===== src/rtl/fifo_drain_ctrl.sv =====
// fifo_drain_ctrl: FIFO read-side consumer that absorbs the one-cycle read latency and streams words through an FWFT skid buffer
module fifo_drain_ctrl #(
  parameter int FIFO_WIDTH = 16,
  parameter int BUF_DEPTH  = 3,
  parameter int CNT_W      = 16
) (
  input  logic                  clk,
  input  logic                  rst_n,
  input  logic                  enable,
  output logic                  fifo_rd_en,
  input  logic [FIFO_WIDTH-1:0] fifo_data_out,
  input  logic                  fifo_empty,
  input  logic                  fifo_underflow,
  output logic                  m_valid,
  input  logic                  m_ready,
  output logic [FIFO_WIDTH-1:0] m_data,
  output logic [CNT_W-1:0]      rd_count,
  output logic                  underflow_err
);
  localparam logic [2:0] DEPTH = 3'(BUF_DEPTH);
  localparam logic [1:0] LAST  = 2'(BUF_DEPTH - 1);
  logic [FIFO_WIDTH-1:0] r_buf [4];
  logic [1:0]            r_head;
  logic [1:0]            r_tail;
  logic [2:0]            r_cnt;
  logic                  r_inflight;
  logic [CNT_W-1:0]      r_rd_count;
  logic                  r_uerr;
  logic                  w_push;
  logic                  w_pop;
  assign w_push        = r_inflight;
  assign w_pop         = m_valid & m_ready;
  assign m_valid       = r_cnt != 3'd0;
  assign m_data        = m_valid ? r_buf[r_head] : '0;
  assign rd_count      = r_rd_count;
  assign underflow_err = r_uerr;
  // a read is only issued when the buffer can hold it plus whatever is still in flight
  assign fifo_rd_en    = rst_n & enable & ~fifo_empty & ((r_cnt + {2'b00, r_inflight}) < DEPTH);
  // buffer storage needs no reset: entries are only visible once counted as occupied
  always_ff @(posedge clk)
    if (w_push) r_buf[r_tail] <= fifo_data_out;
  // pointer, occupancy, in-flight, word counter and sticky underflow bookkeeping
  always_ff @(posedge clk or negedge rst_n)
    if (!rst_n) begin
      r_head     <= '0;
      r_tail     <= '0;
      r_cnt      <= '0;
      r_inflight <= 1'b0;
      r_rd_count <= '0;
      r_uerr     <= 1'b0;
    end else begin
      r_inflight <= fifo_rd_en;
      r_cnt      <= r_cnt + {2'b00, w_push} - {2'b00, w_pop};
      if (w_push) r_tail <= (r_tail == LAST) ? 2'd0 : r_tail + 2'd1;
      if (w_push) r_rd_count <= r_rd_count + 1'b1;
      if (w_pop) r_head <= (r_head == LAST) ? 2'd0 : r_head + 2'd1;
      if (fifo_underflow) r_uerr <= 1'b1;
    end
  // occupancy can never exceed the buffer because reads reserve their slot at issue
  always_ff @(posedge clk)
    if (rst_n) assert (r_cnt <= DEPTH);
endmodule


===== config.mk =====
export PLATFORM = sky130hd
export DESIGN_NAME = fifo_drain_ctrl
export DESIGN_NICKNAME = d
export VERILOG_FILES = /design/src/rtl/fifo_drain_ctrl.sv
export SDC_FILE = /design/constraint.sdc
export NUM_CORES = 1
export LEC_CHECK = 0
export CAP_MARGIN = 20
export CELL_PAD_IN_SITES_DETAIL_PLACEMENT = 0
export CELL_PAD_IN_SITES_GLOBAL_PLACEMENT = 1
export CORE_MARGIN = 5
export CORE_UTILIZATION = 48
export CTS_CLUSTER_DIAMETER = 30
export DETAILED_ROUTE_END_ITERATION = 8
export GPL_ROUTABILITY_DRIVEN = 0
export HOLD_SLACK_MARGIN = 0.08
export PLACE_DENSITY_LB_ADDON = 0.1
export SYNTH_ARGS = -nofsm -noshare
export SYNTH_HDL_FRONTEND = slang
export SYNTH_SLANG_ARGS = --single-unit

===== constraint.sdc =====
create_clock -name clk -period 6.1 [get_ports clk]
set_input_delay 0.61 -clock clk [delete_from_list [all_inputs] [get_ports clk]]
set_output_delay 0.61 -clock clk [all_outputs]
set_load 0.05 [all_outputs]

==> results of run 1 <==
==> worst min path at each step <==
| stage | startpoint | to | slack [ns] |
|---|---|---|---|
| finish | underflow_err | underflow_err | 0.47 |
| global placement | underflow_err | underflow_err | 0.45 |
| CTS | underflow_err | underflow_err | 0.47 |
| detailed placement | underflow_err | underflow_err | 0.45 |
| global route | underflow_err | underflow_err | 0.49 |
| floorplan | rst_n | r_cnt[0] | 0.31 |
==> sequential cells by signal (all words and copies together), names as in the netlist <==
name and count:
r_buf 64, rd_count 16, r_cnt 3, r_head 2
r_tail 2, r_inflight 1, underflow_err 1
==> cell families after synthesis <==
kind of cell | after synthesis | synth area share [%]
xor+xnor | 17 | 4.164
flops | 89 | 71.24
compound gates | 6 | 1.225
mux | 17 | 10.39
buf+inv | 15 | 2.484
fa+ha+maj | 5 | 1.749
simple gates | 53 | 8.748
==> cells in the mapped netlist, types with 2 or more instances <==
cell and n:
nor2_1 4, nand3_1 3, nor3_1 5, xnor2_1 6, xor2_1 11, dfrtp_1 25, buf_6 4, inv_1 8
mux4_2 16, ha_1 5, buf_2 2, edfxtp_1 64, nor4_1 6, nand2_1 8, a21o_1 3, nor2b_1 16
nand4_1 5
==> layout make-up <==
class | instances | share of cell area [%]
clock buffer | 9 | 2.745
clock inverter | 7 | 2.413
inverter | 8 | 0.6656
multi-input combinational | 98 | 21.10
sequential | 89 | 56.46
tap | 99 | 2.745
timing repair buffer | 61 | 13.87
==> per-layer routing <==
metal	global-route usage [%]	vias up
li1	-	890
met1	19.24	920
met2	24.21	47
met3	5.160	2
met4	3.855	0
met5	0	-
==> metrics by stage <==
step | cells | setup WS [ns]
2_1_floorplan | 202 | 3.703
3_5_place_dp | 355 | 2.772
5_1_grt | 371 | 2.606
3_3_place_gp | 353 | 2.358
6_report | 371 | 2.788
4_1_cts | 371 | 2.738
==> power by group through the flow <==
| stage | combinational [W] | sequential (W) | clock, W |
|---|---|---|---|
| after floorplan | 0.000502 | 0.000776 | 0 |
| after global placement | 0.000684 | 0.000804 | 0 |
| after detailed placement | 0.000736 | 0.000782 | 0 |
| after CTS | 0.000738 | 0.000768 | 0.000468 |
| after global routing | 0.000777 | 0.000777 | 0.000498 |
| final | 0.000725 | 0.000766 | 0.000459 |
==> cells in the final DEF (no fill, tap or decap), drive strengths merged, types with 6 or more instances in the layout <==
| master | netlist | routed |
|---|---|---|
| dfrtp | 25 | 25 |
| mux4 | 16 | 16 |
| clkbuf | 1 | 9 |
| xor2 | 11 | 11 |
| nor3 | 6 | 6 |
| xnor2 | 6 | 6 |
| nor4 | 6 | 6 |
| nand2 | 8 | 8 |
| nor2b | 16 | 16 |
| clkdlybuf4s50 | 0 | 56 |
| inv | 8 | 8 |
| nand4 | 6 | 6 |
| edfxtp | 64 | 64 |
==> flow_summary.json, run 1 <==
{
  "status": "complete, no violations",
  "crit_path_end_kind": "primary output",
  "rsz0062_at_grt": "false",
  "die_y_um": 96.31,
  "numCtsBuffers": 9,
  "cts_setup_buffers": 0,
  "critPathTopFamily": "buffers and inverters",
  "clockBufferDepth": 2,
  "die_w_um": 96.31,
  "rr_worst_depth": 3,
  "hold-worst-slack_ns": 0.4673,
  "place_area_um2": 4279,
  "start_util_pct": 49.30,
  "final_area_um2": 4512,
  "ys_warn_count": 0,
  "critPathKind": "register to primary output",
  "clkPwrFrac_pct": 23.5,
  "ctsHoldBuffers": 0,
  "path_cells": "ha_1, ha_1, xnor2_1, o2111ai_1, nor2_1, clkdlybuf4s50_1",
  "drc": 0,
  "dp_hpwl_mm": 4.143,
  "ys_async_sr_fraction_pct": 28.09,
  "synth_top_area_cell": "edfxtp_1",
  "grt_pass1_wl_mm": 10.07,
  "route.vias.total": 1859,
  "critical_path_depth": 6,
  "area_growth_pct": 26.17,
  "seq_area_um2": 2547,
  "wl_met2_mm": 3.260,
  "cts_resized": 0,
  "grt_pass1_vias": 1938,
  "cts-root-buf": "clkbuf_8",
  "maxCapViolCount": 0,
  "wl_per_cell_um": 16.52,
  "synth_cell_types": 28,
  "p_int_w": 0.001266,
  "worst_ep_required_time_ns": 5.49,
  "cp_common_cell": "ha_1",
  "ant_nets": 0,
  "syn_avg_cell_area_um2": 17.70,
  "path_buf_inv": 1,
  "grt.overflow.total": 0,
  "critPathSlowestCell": "clkdlybuf4s50_1",
  "diodes": 0,
  "r2r_start": "r_inflight",
  "fin_setup_tns_ns": 0,
  "drt-vias-per-instance": 5.011,
  "cellLeakagePower_nw": 1.661,
  "crit_end": "fifo_rd_en",
  "hold-path-cell-count": 1,
  "dr_wl_met3_um": 289,
  "synth_seq_cells": 89,
  "yosysSeqAreaShare_pct": 71.24,
  "synth.area.top_cells": "edfxtp_1 (54%), dfrtp_1 (17%), mux4_2 (10%)",
  "netlist_area_um2": 3576,
  "multi_input_area_um2": 952.2,
  "clk_latency_ns": 0.34,
  "grt_usage_pct": 14.91,
  "fill_cells": 531,
  "critPathMaxStageDelay_ns": 0.82,
  "wl_met1_mm": 2.561,
  "rows": 31,
  "hold_viol": 0,
  "synthesis.instances": 202,
  "fin_nets": 294,
  "drive_gt1_share_pct": 15.44,
  "cp-startpoint": "r_inflight",
  "synthFlopType": "edfxtp_1",
  "final_core_utilization_pct": 62.20,
  "clk_pin_slew_ns": 0.08,
  "top_layer_used": "met4",
  "setup_viol": 0,
  "coreArea_um2": 7253,
  "first_pass_iters": 4,
  "crit_fanout": 10,
  "max_freq_ghz": 0.3020,
  "power_frac_comb_pct": 37.2,
  "synth_edf_count": 64,
  "p_per_area_nw_per_um2": 432.1,
  "power.switching_w": 0.0006832,
  "grt_max_degree": 20,
  "numClockSinks": 89,
  "port_buffers": 56,
  "slew_headroom_pct": 37.00,
  "power_frac_seq_pct": 39.3,
  "worst_setup_path_start_kind": "register",
  "crit_arrival_ns": 2.70,
  "slew_violations": 0,
  "synth_top_area_share_pct": 53.74,
  "cts_tree": "built",
  "antenna_found_initial": 0,
  "hold_class": "register to register",
  "r2r_slack_ns": 4.15,
  "period_share_pct": 54.29,
  "finalPower_w": 0.001949,
  "r2r-end": "r_buf[1][9]",
  "ir_drop_mv": 0.3004,
  "htree_levels": 3,
  "synth_nets": 229,
  "finalCriticalPeriod_ns": 3.312,
  "clock_skew_ns": 0.006212,
  "worst_pin_slew_ns": 0.9440,
  "switching_share_pct": 35.05,
  "ioPinCount": 57,
  "first_iter_violations": 67,
  "dieArea_um2": 9276,
  "routed_wl_mm": 6.129
}
No activity file was read; power rests on OpenSTA's default activity.
==> run 2, diff against run 1 <==
- CORE_UTILIZATION: 48 -> 40
- clock period: 6.1 -> 2.95 ns (I/O delays scaled with it)
==> flow_summary.json, run 2 (synthesis results as in run 1) <==
{
  "grt_pass1_wl_mm": 10.60,
  "slew_violations": 0,
  "crit_fanout": 10,
  "cts_setup_buffers": 0,
  "die_y_um": 104.6,
  "fin_setup_tns_ns": 0,
  "fin_nets": 296,
  "dieArea_um2": 10930,
  "cts_tree": "built",
  "finalCriticalPeriod_ns": 2.407,
  "clockBufferDepth": 2,
  "htree_levels": 3,
  "path_cells": "ha_1, ha_1, xnor2_1, o2111ai_1, nor2_1, buf_12",
  "fill_cells": 755,
  "numClockSinks": 89,
  "grt_max_degree": 26,
  "drive_gt1_share_pct": 21.90,
  "area_growth_pct": 24.70,
  "clk_pin_slew_ns": 0.08,
  "worst_pin_slew_ns": 0.5136,
  "ir_drop_mv": 0.4807,
  "rsz0062_at_grt": "false",
  "critPathSlowestCell": "dfrtp_1",
  "first_iter_violations": 54,
  "hold-worst-slack_ns": 0.3454,
  "worst_setup_path_start_kind": "register",
  "worst_ep_required_time_ns": 2.65,
  "coreArea_um2": 8721,
  "layout_commonest_cell": "edfxtp_1",
  "slew_headroom_pct": 65.47,
  "setup_viol": 0,
  "cellLeakagePower_nw": 1.679,
  "maxCapViolCount": 0,
  "ioPinCount": 57,
  "dp_hpwl_mm": 4.253,
  "status": "complete, no violations",
  "hold_class": "input pin to async pin",
  "p_per_area_nw_per_um2": 874.7,
  "crit_arrival_ns": 2.11,
  "first_pass_iters": 4,
  "wl_per_cell_um": 16.98,
  "drc": 0,
  "seq_area_um2": 2547,
  "ant_nets": 0,
  "top_register": "r_buf",
  "antenna_found_initial": 0,
  "period_share_pct": 81.60,
  "numCtsBuffers": 9,
  "cp_common_cell": "ha_1",
  "start_util_pct": 41.00,
  "largest_reg_flops": 64,
  "route.vias.total": 1881,
  "clk_latency_ns": 0.34,
  "port_buffers": 56,
  "grt_usage_pct": 12.38,
  "crit_path_end_kind": "primary output",
  "final_area_um2": 4459,
  "grt_pass1_vias": 2054,
  "grt.overflow.total": 0,
  "rows": 34,
  "cts-root-buf": "clkbuf_8",
  "critPathTopFamily": "flip-flops",
  "critPathMaxStageDelay_ns": 0.53,
  "path_buf_inv": 1,
  "clock_skew_ns": 0.005177,
  "place_area_um2": 4245,
  "final_cell_mix": "edfxtp_1 (64), clkdlybuf4s50_1 (39), dfrtp_1 (25), buf_4 (23)",
  "diodes": 0,
  "cts_resized": 0,
  "multi_input_area_um2": 949.7,
  "routed_wl_mm": 6.488,
  "die_w_um": 104.6,
  "critPathKind": "register to primary output",
  "hold_viol": 0,
  "drt-vias-per-instance": 4.924,
  "max_freq_ghz": 0.4154,
  "ctsHoldBuffers": 0
}
## run 2: cell count changes in the layout (fill, tap and decap cells not counted), sizes merged
cell,previous run,this run
clkinvlp,1,0
buf,5,24
clkbuf,9,13
clkdlybuf4s50,56,39
clkinv,3,1
bufinv,3,2
## run 2: per-stage QoR
step	instances	worst slack (ns)	power [W]	util, %
detailed placement	366	0.9037	0.003068	48.68
global placement	366	0.9162	0.003060	48.68
finish	382	0.5429	0.003901	51.13
floorplan	202	0.6880	0.002642	-
global route	382	0.3531	0.004098	51.13
CTS	382	0.4971	0.003964	51.13
## run 2: worst paths after layout
kind                                 end  cells past startpoint  slack, ns         start
setup / recovery              fifo_rd_en                      6       0.54    r_inflight
hold / removal             underflow_err                      2       0.35         rst_n
setup reg to reg              r_inflight                      5       1.25    r_inflight
hold reg to reg             rd_count[15]                      1       0.47  rd_count[15]
max in group asynchronous      r_tail[0]                      2       2.36         rst_n
min in group clk            rd_count[15]                      1       0.47  rd_count[15]
## run 2: per-layer routing
metal	part of all wire, %	global-route usage [%]
met3	4.5	3.884
met2	50	20.14
met4	1.1	3.330
met1	45	16.15
met5	0	0
## run 2: layout make-up
cell class	count	share of cell area (%)
flip-flops and latches	89	57.13
multi-input cells	98	21.30
repair buffers	63	13.08
clock buffers	13	3.339
well taps	108	3.030
clock inverters	3	1.459
inverters	8	0.6734
## run 2: report_power, final
| group | total, W | internal [W] | switching [W] |
|---|---|---|---|
| clock network | 0.000893 | 0.000501 | 0.000392 |
| logic | 0.00146 | 0.000557 | 0.000907 |
| registers | 0.00154 | 0.00144 | 0.000106 |
| total | 0.00390 | 0.00250 | 0.00140 |
